$ cat src/rtl/alu_exec_unit.sv
// Execute-stage ALU: decodes the operation, computes result, zero flag and branch target, and
// registers all three in one output stage. Define ALU_MUL_EN to add the R-type MUL (funct 011000).
module alu_exec_unit (
    input  logic        clk_i,
    input  logic        rst_i,
    input  logic        stall_i,
    input  logic        flush_i,
    input  logic [31:0] data1_i,
    input  logic [31:0] data2_i,
    input  logic [5:0]  funct_i,
    input  logic [1:0]  alu_op_i,
    input  logic [31:0] pc_i,
    input  logic [31:0] imm_i,
    output logic [31:0] result_o,
    output logic        zero_o,
    output logic [31:0] target_o
);

    typedef enum logic [2:0] {
        AluAnd = 3'b000,
        AluOr  = 3'b001,
        AluAdd = 3'b010,
        AluMul = 3'b011,
        AluSub = 3'b110,
        AluSlt = 3'b111
    } alu_ctrl_e;

    alu_ctrl_e   alu_ctrl;
    logic [31:0] alu_res;
    logic [31:0] target;
    logic [31:0] result_d, result_q;
    logic        zero_d, zero_q;
    logic [31:0] target_d, target_q;

    always_comb begin
        alu_ctrl = AluAdd;
        unique case (alu_op_i)
            2'b00: alu_ctrl = AluAdd;
            2'b01: alu_ctrl = AluSub;
            2'b11: alu_ctrl = AluOr;
            2'b10: begin
                case (funct_i)
                    6'b100000: alu_ctrl = AluAdd;
                    6'b100010: alu_ctrl = AluSub;
                    6'b100100: alu_ctrl = AluAnd;
                    6'b100101: alu_ctrl = AluOr;
                    6'b101010: alu_ctrl = AluSlt;
`ifdef ALU_MUL_EN
                    6'b011000: alu_ctrl = AluMul;
`endif
                    default:   alu_ctrl = AluAdd;
                endcase
            end
            default: alu_ctrl = AluAdd;
        endcase
    end

    always_comb begin
        alu_res = data1_i + data2_i;
        unique case (alu_ctrl)
            AluAnd: alu_res = data1_i & data2_i;
            AluOr:  alu_res = data1_i | data2_i;
            AluAdd: alu_res = data1_i + data2_i;
            AluSub: alu_res = data1_i - data2_i;
            AluSlt: alu_res = ($signed(data1_i) < $signed(data2_i)) ? 32'd1 : 32'd0;
`ifdef ALU_MUL_EN
            // Low half of a two's-complement product is sign-agnostic.
            AluMul: alu_res = data1_i * data2_i;
`endif
            default: alu_res = data1_i + data2_i;
        endcase
    end

    assign target = pc_i + {imm_i[29:0], 2'b00};

    always_comb begin
        result_d = result_q;
        zero_d   = zero_q;
        target_d = target_q;
        if (flush_i) begin
            result_d = '0;
            zero_d   = 1'b0;
            target_d = '0;
        end else if (!stall_i) begin
            result_d = alu_res;
            zero_d   = (alu_res == 32'd0);
            target_d = target;
        end
    end

    always_ff @(posedge clk_i or negedge rst_i) begin
        if (!rst_i) begin
            result_q <= '0;
            zero_q   <= 1'b0;
            target_q <= '0;
        end else begin
            result_q <= result_d;
            zero_q   <= zero_d;
            target_q <= target_d;
        end
    end

    assign result_o = result_q;
    assign zero_o   = zero_q;
    assign target_o = target_q;

endmodule

$ cat config.mk
export PLATFORM = sky130hd
export DESIGN_NAME = alu_exec_unit
export DESIGN_NICKNAME = d
export VERILOG_FILES = /design/src/rtl/alu_exec_unit.sv
export SDC_FILE = /design/constraint.sdc
export NUM_CORES = 1
export LEC_CHECK = 0
export ABC_AREA = 1
export ABC_CLOCK_PERIOD_IN_PS = 800
export CAP_MARGIN = 20
export CORE_UTILIZATION = 30
export DETAILED_ROUTE_END_ITERATION = 10
export GPL_ROUTABILITY_DRIVEN = 1
export HOLD_SLACK_MARGIN = 0.02
export SLEW_MARGIN = 20
export SYNTH_ARGS = -nofsm -noshare
export SYNTH_HDL_FRONTEND = slang
export SYNTH_SLANG_ARGS = --single-unit
$ cat constraint.sdc
create_clock -name clk_i -period 0.8 [get_ports clk_i]
set_input_delay 0.16 -clock clk_i [delete_from_list [all_inputs] [get_ports clk_i]]
set_output_delay 0.16 -clock clk_i [all_outputs]
set_load 0.1 [all_outputs]
==> results of run 1 <==
[synth_stat cells (5+ instances only)]
library cell | count | area (um2)
nand4_1 | 23 | 144
inv_1 | 253 | 950
buf_4 | 10 | 75.1
nor3_1 | 14 | 70.1
a31oi_1 | 5 | 31.3
ha_1 | 125 | 1560
a21oi_2 | 7 | 61.3
a22o_1 | 19 | 166
buf_1 | 5 | 18.8
nor2_1 | 167 | 627
inv_2 | 7 | 26.3
clkbuf_1 | 10 | 37.5
a21oi_1 | 116 | 581
o21ai_1 | 10 | 50.1
o31ai_1 | 7 | 52.6
o21ai_0 | 87 | 435
buf_6 | 5 | 56.3
dfrtp_1 | 65 | 1630
nand3_1 | 164 | 821
nand2_1 | 449 | 1690
nor2_2 | 9 | 56.3
nand2_2 | 10 | 62.6
o21a_1 | 6 | 45.0
xor2_1 | 17 | 149
o21bai_1 | 18 | 135
buf_2 | 11 | 55.1
[final timing paths]
check	endpoint	slack [ps]	depth (start not counted)
hold reg to reg	target_o[27]$_DFFE_PN0P_	560	2
max in group asynchronous	result_o[22]$_DFFE_PN0P_	110	3
setup / recovery	zero_o$_DFFE_PN0P_	-1360	19
hold / removal	target_o[2]$_DFFE_PN0P_	160	3
setup reg to reg	result_o[20]$_DFFE_PN0P_	-250	3
min in group asynchronous	target_o[2]$_DFFE_PN0P_	230	2
[flip-flops by register name (all words and copies together), names as in the netlist]
signal    cells
result_o     32
target_o     32
zero_o        1
[metal layers]
metal | wire, um | share of wire | vias up | track usage
met1 | 21800 | 0.38 | 7272 | 0.365
met2 | 27500 | 0.48 | 869 | 0.542
met5 | 0 | 0 | - | 0
li1 | - | - | 6923 | -
met4 | 3140 | 0.055 | 0 | 0.127
met3 | 4470 | 0.079 | 268 | 0.0306
[worst register-to-register path: cells and delay by family, from the launching register on]
| kind | cells | cell delay (ps) |
|---|---|---|
| compound gates | 1 | 200 |
| buf+inv | 2 | 260 |
| flops | 1 | 480 |
[final cells by class]
| class | instances | area [um2] | area share |
|---|---|---|---|
| Tap cell | 442 | 553 | 0.0237 |
| Clock inverter | 6 | 67.6 | 0.00289 |
| Timing Repair Buffer | 791 | 7690 | 0.329 |
| Clock buffer | 10 | 229 | 0.00980 |
| Inverter | 264 | 1170 | 0.0501 |
| Multi-Input combinational cell | 1296 | 11800 | 0.504 |
| Sequential cell | 65 | 1870 | 0.0799 |
[power by group]
part	internal [mW]	switching, mW	total, mW
Clock	2.43	1.61	4.04
Sequential	3.80	0.385	4.18
Combinational	9.14	11.4	20.6
[layout by cell type (no fill, tap or decap), types with 33 or more instances in the layout]
cell type  instances
a21oi_2           58
a21oi_4           49
buf_12            82
buf_2             40
buf_4            433
buf_6            178
dfrtp_4           64
ha_1              40
ha_4              69
inv_1            113
inv_2            104
inv_4             33
nand2_1          253
nand2_2          132
nand2_4           71
nand3_1           64
nand3_2           63
nand3_4           39
nor2_1            45
nor2_2            53
nor2_4            83
o21ai_1           39
o21ai_2           37
[metrics by stage]
stage | hold slack [ps] | TNS [ps] | total power [mW]
CTS | 151 | -73810 | 26.4
floorplan | -136 | -44170 | 11.8
detailed placement | 38.3 | -103310 | 18.7
finish | 156 | -77710 | 28.8
global placement | 38.6 | -101460 | 18.6
global route | 161 | -82530 | 29.9
[logic make-up after synthesis]
logic type / after synthesis / share of synthesized area
and+or+nand+nor: 859 / 0.367
AOI/OAI and AO/OA: 288 / 0.167
buffers and inverters: 307 / 0.124
DFF: 65 / 0.163
adders and majority gates: 128 / 0.162
xor gates and xnor gates: 19 / 0.0167
[repair_timing]
action | in CTS | in global routing
hold buffers | 1 | 0
buffers inserted | 160 | 66
pin swaps | 422 | 287
gates cloned | 2 | 1
endpoints found under the hold margin | 65 | 0
gates resized for setup | 1290 | 361
endpoints found under the setup margin | 130 | 167
==> flow_metrics.py, run 1 <==
metrics = {
    "clock_network": {
        "cts_sinks": 65,
        "cts_htree_levels": 3,
        "cts_buffer_depth": 2,
        "insertion_delay_ps": 330,
        "cts_tree": "built",
        "numCtsBuffers": 9,
        "clk_pin_slew_worst_paths_ps": 60,
        "cts_root_buf": "clkbuf_16",
    },
    "yosys": {
        "syn_nets": 1934,
        "synth_edf_count": 0,
        "syn_area_per_cell_um2": 6.00,
        "ys_seq_area_frac": 0.163,
        "synth_cell_type_count": 49,
        "ys_ff_latch": 65,
        "ys_async_sr_fraction": 1.00,
        "synth_area_um2": 9990,
        "syn_inst": 1666,
        "yosysWarnings": 0,
        "ys.flop_type": "dfrtp_1",
    },
    "placed_design": {
        "place_area_um2": 17400,
        "port_buffers": 202,
        "gp_congestion": 0.965,
        "pre_cts_slack_ps": -2370,
        "dp_hpwl_mm": 38.3,
        "place_inst": 2671,
    },
    "layout": {
        "antennaDiodeCount": 0,
        "layout-drive-gt1-share": 0.706,
        "syn_to_final_growth_pct": 134,
        "final_cells": 2874,
        "nFillCells": 2246,
        "final_net_count": 2695,
        "fin_area_um2": 23400,
        "fin_util": 0.716,
    },
    "timing": {
        "slew_headroom": 0.713,
        "grt_setup_unrepaired": "true",
        "fin_crit_sh": 2.71,
        "fin_ws_ps": -1360,
        "drv_slew": 0,
        "finalHoldViolCount": 0,
        "clock_skew_ps": 0,
        "setup_violations": 127,
        "fin_crit_ps": 2160,
        "max_freq_ghz": 0.462,
        "tightest_slew_ps": 429,
    },
    "critical_path": {
        "slowest_stage": "ha_1",
        "crit_family": "simple AND/OR/NAND/NOR gates",
        "crit_chain": "buf_2 -> buf_4 -> ha_1 -> buf_4 -> nor2_1 -> nand2_4 -> nand4_1 -> nand2_2 -> nand2_2 -> nand3_1 -> nand3_1 -> nand2_1 -> nor2_2 -> nand2_2 -> nor2_4 -> nand3_2 -> nor2_2 -> nand3_1 -> nand2_1",
        "startpoint_type": "input pin",
        "path_buf_inv": 3,
        "cp.required_ps": 1070,
        "crit_start": "data1_i[3]",
        "cpPeakStageDelay_ps": 220,
        "end_kind": "flop",
        "worstReg2RegStart": "result_o[20]$_DFFE_PN0P_",
        "crit_type": "input pin to flop",
        "cp.arrival_ps": 2440,
        "crit_fanout": 3,
    },
    "drt": {
        "drc": 0,
        "via_count": 15300,
        "routedWlPerCell_um": 19.8,
        "drt-pass1-iter-count": 5,
        "first_iter_violations": 1201,
        "ant_nets": 0,
        "vias_per_cell": 5.33,
        "drt_wl_total_mm": 56.9,
    },
    "min_path": {
        "min_from": "pc_i[2]",
        "hp-class": "input pin to flop",
    },
    "floorplan": {
        "die_area_um2": 34000,
        "die_x_um": 185,
        "core_area_um2": 32600,
        "ios": 205,
        "dieHeight_um": 185,
        "initial_core_util": 0.306,
        "fp-row-count": 66,
    },
    "global_routing": {
        "grt_max_degree": 38,
        "antenna_found_initial": 0,
        "grt_pass1_wl_mm": 80.2,
        "overflow": 0,
        "grt_pass1_vias": 15200,
        "grt_usage": 0.302,
    },
    "flow_run": {
        "max_cap_violations": 0,
    },
    "run_status": {
        "violations": "negative setup slack",
        "status": "finished, violations left",
    },
    "pwr": {
        "peakVddDrop_v": 0.000904,
        "power_density_nw_per_um2": 1230,
        "p_leak_nw": 10.6,
    },
}
Note: power is estimated with default switching activity, not from simulation.
==> run 2: changes to the inputs <==
Settings changed: CORE_UTILIZATION 30 to 54, PLACE_DENSITY from default to 0.84.
==> flow_metrics.py, run 2 <==
metrics = {
    "yosys": {
        "syn_nets": 1934,
        "synth_area_um2": 9990,
        "ys.flop_type": "dfrtp_1",
        "yosysTopAreaCell": "nand2_1",
        "ys_seq_area_frac": 0.163,
        "yosysWarnings": 0,
        "post-synth-top-count-cell": "nand2_1",
        "synth_cell_type_count": 49,
        "syn_inst": 1666,
        "syn_area_per_cell_um2": 6.00,
        "synth_top_area_frac": 0.169,
        "ys_ff_latch": 65,
        "synthTopCellsByCount": "nand2_1 (449), inv_1 (253), nor2_1 (167)",
        "synth_edf_count": 0,
        "ys_top_cells_by_area": "nand2_1 (17%), dfrtp_1 (16%), ha_1 (16%), inv_1 (9.5%), nand3_1 (8.2%)",
        "ys_async_sr_fraction": 1.00,
    },
    "clock_network": {
        "numCtsBuffers": 9,
        "post_cts_buffers": 179,
        "cts_sinks": 65,
        "cts_hold_buf": 1,
        "cts_resized": 1326,
        "cts_buffer_depth": 2,
        "cts_htree_levels": 3,
        "cts_root_buf": "clkbuf_16",
    },
    "floorplan": {
        "initial_core_util": 0.554,
        "die_x_um": 138,
        "fp-row-count": 49,
        "ios": 205,
        "dieHeight_um": 138,
    },
    "run_status": {
        "status": "did not finish",
        "error": "[ERROR DPL-0038] Utilization greater than 100%, impossible to legalize",
        "haltStage": "clock tree synthesis",
    },
    "placed_design": {
        "gp_congestion": 1.09,
        "place_inst": 2419,
        "port_buffers": 202,
        "dp_hpwl_mm": 40.5,
    },
}
run 2: cell counts after synthesis:
No cell type changed its count.
run 2: kinds of logic after synthesis:
kind of cell / Yosys count / synth area share
flops: 65 / 0.163
simple gates: 859 / 0.367
compound gates: 288 / 0.167
fa+ha+maj: 128 / 0.162
buf+inv: 307 / 0.124
xor+xnor: 19 / 0.0167
run 2: metrics by stage:
| step | area [um2] | worst slack (ps) |
|---|---|---|
| after floorplan | 11500 | -1080 |
| after global placement | 16900 | -2110 |
| after detailed placement | 16900 | -2290 |
==> run 3: changes to the inputs <==
Settings changed: CORE_UTILIZATION 54 to 40, HOLD_SLACK_MARGIN 0.02 to default, PLACE_DENSITY 0.84 to default, PLACE_DENSITY_LB_ADDON from default to 0.15.
==> flow_metrics.py, run 3 <==
metrics = {
    "run_status": {
        "status": "did not finish",
        "haltStage": "global routing",
        "error": "[ERROR GRT-0232] Routing congestion too high. Check the congestion heatmap in the GUI.",
    },
    "global_routing": {
        "grt_usage": 0.834,
        "grt_max_degree": 30,
        "overflow": 324,
    },
    "yosys": {
        "syn_area_per_cell_um2": 6.00,
        "synth_edf_count": 0,
        "ys.flop_type": "dfrtp_1",
        "synth_area_um2": 9990,
        "syn_inst": 1666,
        "yosysWarnings": 0,
        "syn_nets": 1934,
        "synthTopCellsByCount": "nand2_1 (449), inv_1 (253), nor2_1 (167)",
        "ys_ff_latch": 65,
        "ys_top_cells_by_area": "nand2_1 (17%), dfrtp_1 (16%), ha_1 (16%), inv_1 (9.5%), nand3_1 (8.2%)",
        "ys_seq_area_frac": 0.163,
        "synth_top_area_frac": 0.169,
        "post-synth-top-count-cell": "nand2_1",
        "yosysTopAreaCell": "nand2_1",
        "synth_cell_type_count": 49,
        "ys_async_sr_fraction": 1.00,
    },
    "floorplan": {
        "ios": 205,
        "die_x_um": 160,
        "fp-row-count": 57,
        "dieHeight_um": 160,
        "initial_core_util": 0.410,
    },
    "placed_design": {
        "port_buffers": 202,
        "dp_hpwl_mm": 38.0,
        "pre_cts_slack_ps": -2230,
        "gp_congestion": 1.00,
    },
    "timing": {
        "worst_endpoint": "zero_o$_DFFE_PN0P_/D",
        "endpoint_type": "register input",
    },
    "clock_network": {
        "cts_sinks": 65,
        "numCtsBuffers": 9,
        "cts_htree_levels": 3,
        "cts_root_buf": "clkbuf_16",
        "cts_buffer_depth": 2,
    },
}
## run 3: cell counts after synthesis
Identical to the previous run, type by type.
## run 3: cells by family after synthesis
family                     count (synthesis)  synth area share
buffers and inverters                    307             0.124
AOI/OAI and AO/OA                        288             0.167
xor gates and xnor gates                  19            0.0167
adders and majority gates                128             0.162
and+or+nand+nor                          859             0.367
DFF                                       65             0.163
## run 3: through the flow
stage          hold slack [ps]  setup TNS (ps)   util  area, um2  cells
2_1_floorplan             -136          -44170      -      11500   1666
3_3_place_gp              34.9         -101270  0.704      17200   2543
3_5_place_dp              33.8         -105320  0.704      17200   2543
4_1_cts                    185          -74170  0.872      21300   2702
## run 3: per-layer routing
metal,overflow,track usage
met4,124,0.912
met2,182,0.998
met5,1,0.311
met3,8,0.690
met1,9,0.805
## run 3: repair_timing
item,4_1_cts
setup endpoints to repair,130
pin swaps,385
hold buffers,1
hold endpoints to repair,65
resized for setup,1166
buffers inserted,160
cloned,4
